--- config.mk ---
export PLATFORM = sky130hd
export DESIGN_NAME = os256_resample_ctrl
export DESIGN_NICKNAME = d
export VERILOG_FILES = /design/src/rtl/os256_resample_ctrl_pkg.sv /design/src/rtl/os256_resample_ctrl_sum4_sat.sv /design/src/rtl/os256_resample_ctrl.sv
export SDC_FILE = /design/constraint.sdc
export NUM_CORES = 1
export LEC_CHECK = 0
export CORE_MARGIN = 2
export CORE_UTILIZATION = 47
export DETAILED_ROUTE_END_ITERATION = 7
export GPL_TIMING_DRIVEN = 0
export PLACE_DENSITY = 0.92
export SLEW_MARGIN = 20
export SYNTH_ARGS = -nofsm -noshare
export SYNTH_HDL_FRONTEND = slang
export SYNTH_SLANG_ARGS = --single-unit
--- constraint.sdc ---
create_clock -name clk -period 6.7 [get_ports clk]
set_clock_uncertainty 0.1 [all_clocks]
set_input_delay 1.34 -clock clk [delete_from_list [all_inputs] [get_ports clk]]
set_output_delay 1.34 -clock clk [all_outputs]
set_load 0.02 [all_outputs]
--- src/rtl/os256_resample_ctrl_pkg.sv ---
// rtl/os256_resample_ctrl_pkg.sv - shared types and constants for the os256 resampler sequencer
//
// Contents: FSM state encoding, tap latency, fill depth, round constant,
// saturation limits and the 18-bit to 16-bit saturating helper.
package os256_resample_ctrl_pkg;

  localparam int TAPLAT    = 3;
  localparam int PIPEW     = TAPLAT + 1;
  localparam int FILL_TAPS = 4;

  localparam logic signed [33:0] ROUND_K = 34'sh8000;
  localparam logic        [15:0] SAT_MAX = 16'h7FFF;
  localparam logic        [15:0] SAT_MIN = 16'h8000;
  localparam logic signed [17:0] R_MAX   = 18'sd32767;
  localparam logic signed [17:0] R_MIN   = -18'sd32768;

  typedef enum logic [2:0] {
    ST_IDLE    = 3'd0,
    ST_FILL    = 3'd1,
    ST_WAIT    = 3'd2,
    ST_EMIT    = 3'd3,
    ST_HOLD    = 3'd4,
    ST_ADVANCE = 3'd5
  } state_t;

  function automatic logic [15:0] sat16(input logic signed [17:0] v);
    logic [15:0] res;
    if (v > R_MAX) begin
      res = SAT_MAX;
    end else if (v < R_MIN) begin
      res = SAT_MIN;
    end else begin
      res = v[15:0];
    end
    return res;
  endfunction

endpackage

--- src/rtl/os256_resample_ctrl_sum4_sat.sv ---
// rtl/os256_resample_ctrl_sum4_sat.sv - four-product adder with round-half-up and 16-bit saturation
//
// Ports:
//   clk, reset      clock, synchronous active-high reset
//   load            capture the rounded, saturated sum of k0..k3
//   k0..k3          signed tap products, S1:INT15:DEC16
//   q               registered signed 16-bit result, held between loads
module os256_resample_ctrl_sum4_sat
  import os256_resample_ctrl_pkg::*;
(
  input  logic        clk,
  input  logic        reset,
  input  logic        load,
  input  logic [31:0] k0,
  input  logic [31:0] k1,
  input  logic [31:0] k2,
  input  logic [31:0] k3,
  output logic [15:0] q
);

  logic signed [33:0] sum;
  logic signed [33:0] biased;
  logic signed [17:0] r;

  // 34 bits hold four full-scale negative products (-2^33) without wrap.
  always_comb begin
    sum    = $signed({{2{k0[31]}}, k0}) + $signed({{2{k1[31]}}, k1})
           + $signed({{2{k2[31]}}, k2}) + $signed({{2{k3[31]}}, k3});
    biased = sum + ROUND_K;
    r      = 18'(biased >>> 16);
  end

  always_ff @(posedge clk) begin
    if (reset) begin
      q <= '0;
    end else if (load) begin
      q <= sat16(r);
    end
  end

endmodule

--- src/rtl/os256_resample_ctrl.sv ---
// rtl/os256_resample_ctrl.sv - phase accumulator and tap-chain sequencer for the 4-tap Lanczos-2 resampler
//
// Ports:
//   clk, reset                     clock, synchronous active-high reset
//   enable                         run request; rising from idle re-primes the tap chain
//   step                           Q8.16 input samples consumed per output, sampled at EMIT
//   in_valid, in_ready, in_data    upstream sample stream
//   out_valid, out_ready, out_data resampled output stream
//   tap_shift, tap_din, tap_phase  drive to the external tap chain
//   kout0..kout3                   tap products, S1:INT15:DEC16
//   busy                           sequencer active, or a result in flight or held
module os256_resample_ctrl
  import os256_resample_ctrl_pkg::*;
#(
  parameter int STEPW = 24
) (
  input  logic             clk,
  input  logic             reset,
  input  logic             enable,
  input  logic [STEPW-1:0] step,
  input  logic             in_valid,
  input  logic [15:0]      in_data,
  output logic             in_ready,
  output logic             out_valid,
  output logic [15:0]      out_data,
  input  logic             out_ready,
  output logic             tap_shift,
  output logic [15:0]      tap_din,
  output logic [7:0]       tap_phase,
  input  logic [31:0]      kout0,
  input  logic [31:0]      kout1,
  input  logic [31:0]      kout2,
  input  logic [31:0]      kout3,
  output logic             busy
);

  // Integer step part plus carry can reach 2^(STEPW-16).
  localparam int CNTW = STEPW - 15;

  state_t           state;
  state_t           state_nx;
  logic [15:0]      acc;
  logic [CNTW-1:0]  cnt;
  logic [PIPEW-1:0] pipe;
  logic [16:0]      acc_sum;
  logic             accept;
  logic             last_take;
  logic             emit_ok;

  assign acc_sum   = {1'b0, acc} + {1'b0, step[15:0]};
  assign accept    = in_valid && in_ready;
  assign last_take = accept && (cnt == CNTW'(1));
  assign emit_ok   = (pipe == '0) && (!out_valid || out_ready);

  always_ff @(posedge clk) begin
    if (reset) begin
      state <= ST_IDLE;
    end else begin
      state <= state_nx;
    end
  end

  always_comb begin
    state_nx = state;
    case (state)
      ST_IDLE:    if (enable) state_nx = ST_FILL;
      ST_FILL:    if (last_take) state_nx = ST_WAIT;
      ST_WAIT: begin
        if (!enable) begin
          state_nx = ST_IDLE;
        end else if (emit_ok) begin
          state_nx = ST_EMIT;
        end
      end
      ST_EMIT:    state_nx = ST_HOLD;
      ST_HOLD:    state_nx = (cnt != '0) ? ST_ADVANCE : ST_WAIT;
      ST_ADVANCE: if (last_take) state_nx = ST_WAIT;
      default:    state_nx = ST_IDLE;
    endcase
  end

  always_comb begin
    in_ready  = ((state == ST_FILL) || (state == ST_ADVANCE)) && (cnt != '0);
    tap_shift = in_valid && in_ready;
    tap_din   = in_data;
    tap_phase = acc[15:8];
    busy      = (state != ST_IDLE) || (pipe != '0) || out_valid;
  end

  // The phase presented during EMIT is the pre-update acc; the taps sample it
  // on the same edge that advances acc.
  always_ff @(posedge clk) begin
    if (reset) begin
      acc <= '0;
      cnt <= '0;
    end else if ((state == ST_IDLE) && enable) begin
      acc <= '0;
      cnt <= CNTW'(FILL_TAPS);
    end else if (state == ST_EMIT) begin
      acc <= acc_sum[15:0];
      cnt <= CNTW'(step[STEPW-1:16]) + CNTW'(acc_sum[16]);
    end else if (accept) begin
      cnt <= cnt - CNTW'(1);
    end
  end

  // pipe[0] is set during the EMIT cycle itself, so pipe[PIPEW-1] marks the
  // cycle kout is valid and the pipe is empty again one cycle later, which
  // lets the next EMIT follow five clocks after the previous one.
  always_ff @(posedge clk) begin
    if (reset) begin
      pipe      <= '0;
      out_valid <= 1'b0;
    end else begin
      pipe <= {pipe[PIPEW-2:0], state_nx == ST_EMIT};
      if (pipe[PIPEW-1]) begin
        out_valid <= 1'b1;
      end else if (out_valid && out_ready) begin
        out_valid <= 1'b0;
      end
    end
  end

  os256_resample_ctrl_sum4_sat u_sum (
    .clk   (clk),
    .reset (reset),
    .load  (pipe[PIPEW-1]),
    .k0    (kout0),
    .k1    (kout1),
    .k2    (kout2),
    .k3    (kout3),
    .q     (out_data)
  );

endmodule

==> metrics.json <==
{
  "initialDrtViolationCount": 310,
  "global_route_wire_length_before_repair_um": 25900,
  "place_worst_setup_slack_ps": 489,
  "synth_cells": 750,
  "synthArstFlopShare_pct": 0,
  "synthToLayoutAreaGrowth_pct": 37.7,
  "final_max_slew_violation_count": 0,
  "timing.final.crit_period_ps": 5890,
  "cellLeakagePower_nw": 4.07,
  "drv_cap": 0,
  "ys_seq_elements": 49,
  "root_buffer": "sky130_fd_sc_hd__clkbuf_16",
  "floorplan.die.height_um": 120,
  "share_of_post_route_cells_with_drive_strength_above_1_pct": 5.22,
  "post_cts.resized_instances": 0,
  "final.setup.worst_slack_ps": 810,
  "mappedNetlistNets": 1069,
  "final_core_util_pct": 66.2,
  "grt_start_max_net_pins": 16,
  "start_util_pct": 48.1,
  "final_hold_viols": 0,
  "postRouteAntennaNets": 0,
  "worstSetupEndpointType": "flop",
  "layout.nets": 1276,
  "num_vias": 5772,
  "route.detailed.wl_per_inst_um": 13.6,
  "placed_instances": 1126,
  "synth_top_cell_area_share_pct": 20.4,
  "critical_path_required_ps": 6750,
  "antenna_cells_inserted": 0,
  "setup.worst_path.start_class": "primary input",
  "setup_tns_ps": 0,
  "synth_warnings": 0,
  "dr.pass1.iters": 5,
  "cp_max_fo": 10,
  "synth_edf_count": 0,
  "worstHoldPathType": "reg2reg",
  "power-per-cell-area_nw_per_um2": 198,
  "die_area_um2": 14500,
  "synthTopCellsByCount": "sky130_fd_sc_hd__inv_1, sky130_fd_sc_hd__ha_1, sky130_fd_sc_hd__fa_1",
  "synth_flop_cell": "sky130_fd_sc_hd__dfxtp_1",
  "post_cts.repair.setup_buffers": 0,
  "seq_area_frac_synth_pct": 15.4,
  "totalPowerFinal_mw": 1.74,
  "clkLatencyLatePin_ps": 290,
  "number_of_global_route_vias_before_repair": 5970,
  "max_clock_freq_ghz": 0.170,
  "dp_hpwl_um": 13400,
  "cts_hold_buffers": 0,
  "cts.path.max_buffers": 2,
  "synth_area_leaders": "sky130_fd_sc_hd__fa_1, sky130_fd_sc_hd__ha_1, sky130_fd_sc_hd__dfxtp_1",
  "coreArea_um2": 13200,
  "number_of_distinct_library_cell_variants_in_the_gate_level_netlist_after_synthesis": 61,
  "weighted_congestion_reported_at_the_end_of_routability_driven_placement": 0.881,
  "post_route_clock_period_utilization_pct": 87.9,
  "number_of_cell_rows": 42,
  "tritoncts": "built",
  "power.ir.vdd_worst_mv": 0.131,
  "setup_crit_path_kind": "in2reg",
  "cts-htree-levels": 2,
  "finalSetupViolations": 0,
  "outcome": "complete, no violations",
  "cts-buffers-inserted": 5,
  "cell_area_after_synthesis_um2": 6370,
  "clock_sink_count": 49,
  "die_x_um": 120,
  "grt_overflow_total": 0,
  "instances_no_fill": 1134,
  "slew_of_the_pin_with_the_lowest_slew_margin_ps": 631,
  "num_io_pins": 217,
  "track_usage_pct": 21.6,
  "port_buffers": 200,
  "clk_pin_slew_ps": 70,
  "rsz0062_at_grt": "false",
  "worst_relative_slew_slack_pct": 58.0,
  "post_synthesis_area_per_instance_um2": 8.49,
  "post_synth_top_area_cell": "sky130_fd_sc_hd__fa_1",
  "crit_arrival_ps": 5930,
  "drc_errors": 0,
  "count_leader_synth": "sky130_fd_sc_hd__inv_1",
  "grt_antenna_before_repair": 0,
  "postRouteWirelength_um": 15400,
  "routed_via_count_divided_by_cell_count": 5.09
}
worst paths after layout:
kind         depth (start not counted)                      end           startpoint  slack [ps]
min                                  1       pipe[3]$_SDFF_PP0_   pipe[2]$_SDFF_PP0_         360
min reg2reg                          1       pipe[3]$_SDFF_PP0_   pipe[2]$_SDFF_PP0_         360
max reg2reg                         18      cnt[6]$_SDFFE_PP0P_  acc[0]$_SDFFE_PP0P_        2550
max                                 17  u_sum.q[8]$_SDFFE_PP0P_             kout0[6]         810
per-stage QoR:
| stage | hold slack, ps | cell area, um^2 |
|---|---|---|
| 5_1_grt | 375 | 8770 |
| 3_3_place_gp | 339 | 8590 |
| 2_1_floorplan | 329 | 6370 |
| 3_5_place_dp | 349 | 8590 |
| 4_1_cts | 361 | 8770 |
| 6_report | 357 | 8770 |
worst max-delay path, cell delays in order:
cell                              delay [ps]
sky130_fd_sc_hd__clkdlybuf4s50_1         460
sky130_fd_sc_hd__inv_1                    60
sky130_fd_sc_hd__fa_1                    540
sky130_fd_sc_hd__inv_1                    60
sky130_fd_sc_hd__fa_1                    470
sky130_fd_sc_hd__ha_1                    310
sky130_fd_sc_hd__ha_1                    230
sky130_fd_sc_hd__or4_4                   530
sky130_fd_sc_hd__a21oi_4                 160
sky130_fd_sc_hd__nor4_2                   90
sky130_fd_sc_hd__o31a_1                  330
sky130_fd_sc_hd__o21a_1                  220
sky130_fd_sc_hd__o311ai_2                380
sky130_fd_sc_hd__o211ai_1                140
sky130_fd_sc_hd__nand2_1                 250
sky130_fd_sc_hd__buf_4                   250
sky130_fd_sc_hd__a211oi_1                 90
layout make-up:
cell class                 instances  area [um^2]
buffer                            42          259
clock buffer                       6          139
clock inverter                     2         37.5
fill                            1039         4470
inverter                         147          552
multi-input combinational        512         4580
sequential                        49          981
tap                              176          220
timing repair buffer             200         2000
placed cells by master (no fill, tap or decap), types with 5 or more instances in the layout:
cell                              Yosys  layout
sky130_fd_sc_hd__a211oi_1            19      19
sky130_fd_sc_hd__a211oi_2             6       6
sky130_fd_sc_hd__a21o_1              11      11
sky130_fd_sc_hd__a21oi_1             43      43
sky130_fd_sc_hd__a31oi_1              5       5
sky130_fd_sc_hd__and3_1               6       6
sky130_fd_sc_hd__buf_4               25      25
sky130_fd_sc_hd__clkbuf_1            15      15
sky130_fd_sc_hd__clkbuf_16            0       5
sky130_fd_sc_hd__clkdlybuf4s50_1      0     200
sky130_fd_sc_hd__dfxtp_1             49      49
sky130_fd_sc_hd__fa_1                65      65
sky130_fd_sc_hd__ha_1                81      81
sky130_fd_sc_hd__inv_1              147     147
sky130_fd_sc_hd__nand2_1             52      52
sky130_fd_sc_hd__nand2b_1             6       6
sky130_fd_sc_hd__nand3_1             17      17
sky130_fd_sc_hd__nand4_1              7       7
sky130_fd_sc_hd__nor2_1              42      42
sky130_fd_sc_hd__nor2b_1             10      10
sky130_fd_sc_hd__nor3_1              12      12
sky130_fd_sc_hd__o211ai_1             5       5
sky130_fd_sc_hd__o21a_1              11      11
sky130_fd_sc_hd__o21ai_0             18      18
sky130_fd_sc_hd__or3_1                9       9
sky130_fd_sc_hd__xnor2_1             16      16
sky130_fd_sc_hd__xor2_1              16      16
kinds of logic (layout without fill, tap and decap cells):
| logic type | Yosys count | count (layout) | synth area share (%) |
|---|---|---|---|
| buf+inv | 189 | 397 | 12.7 |
| simple gates | 187 | 187 | 14.8 |
| fa+ha+maj | 146 | 146 | 36.3 |
| compound gates | 146 | 146 | 16.2 |
| flops | 49 | 49 | 15.4 |
| xor+xnor | 32 | 32 | 4.40 |
| mux | 1 | 1 | 0.157 |
metal layers:
| metal | wire length (um) | vias up | track usage (%) |
|---|---|---|---|
| li1 | - | 2894 | - |
| met1 | 6290 | 2675 | 25.2 |
| met2 | 7840 | 172 | 40.4 |
| met3 | 830 | 31 | 2.97 |
| met4 | 490 | 0 | 7.41 |
| met5 | 0 | - | 0 |
registers in the layout, indices dropped and copies added (netlist names):
signal	count
acc	16
cnt	9
out_valid	1
pipe	4
state	3
u_sum.q	16
power by group:
| part | switching [mW] | total (mW) | internal (mW) | leakage [nW] |
|---|---|---|---|---|
| clock | 0.111 | 0.298 | 0.186 | 0.0831 |
| combinational | 0.616 | 1.14 | 0.526 | 3.59 |
| sequential | 0.00238 | 0.296 | 0.294 | 0.395 |
Note: power is estimated with default switching activity, not from simulation.
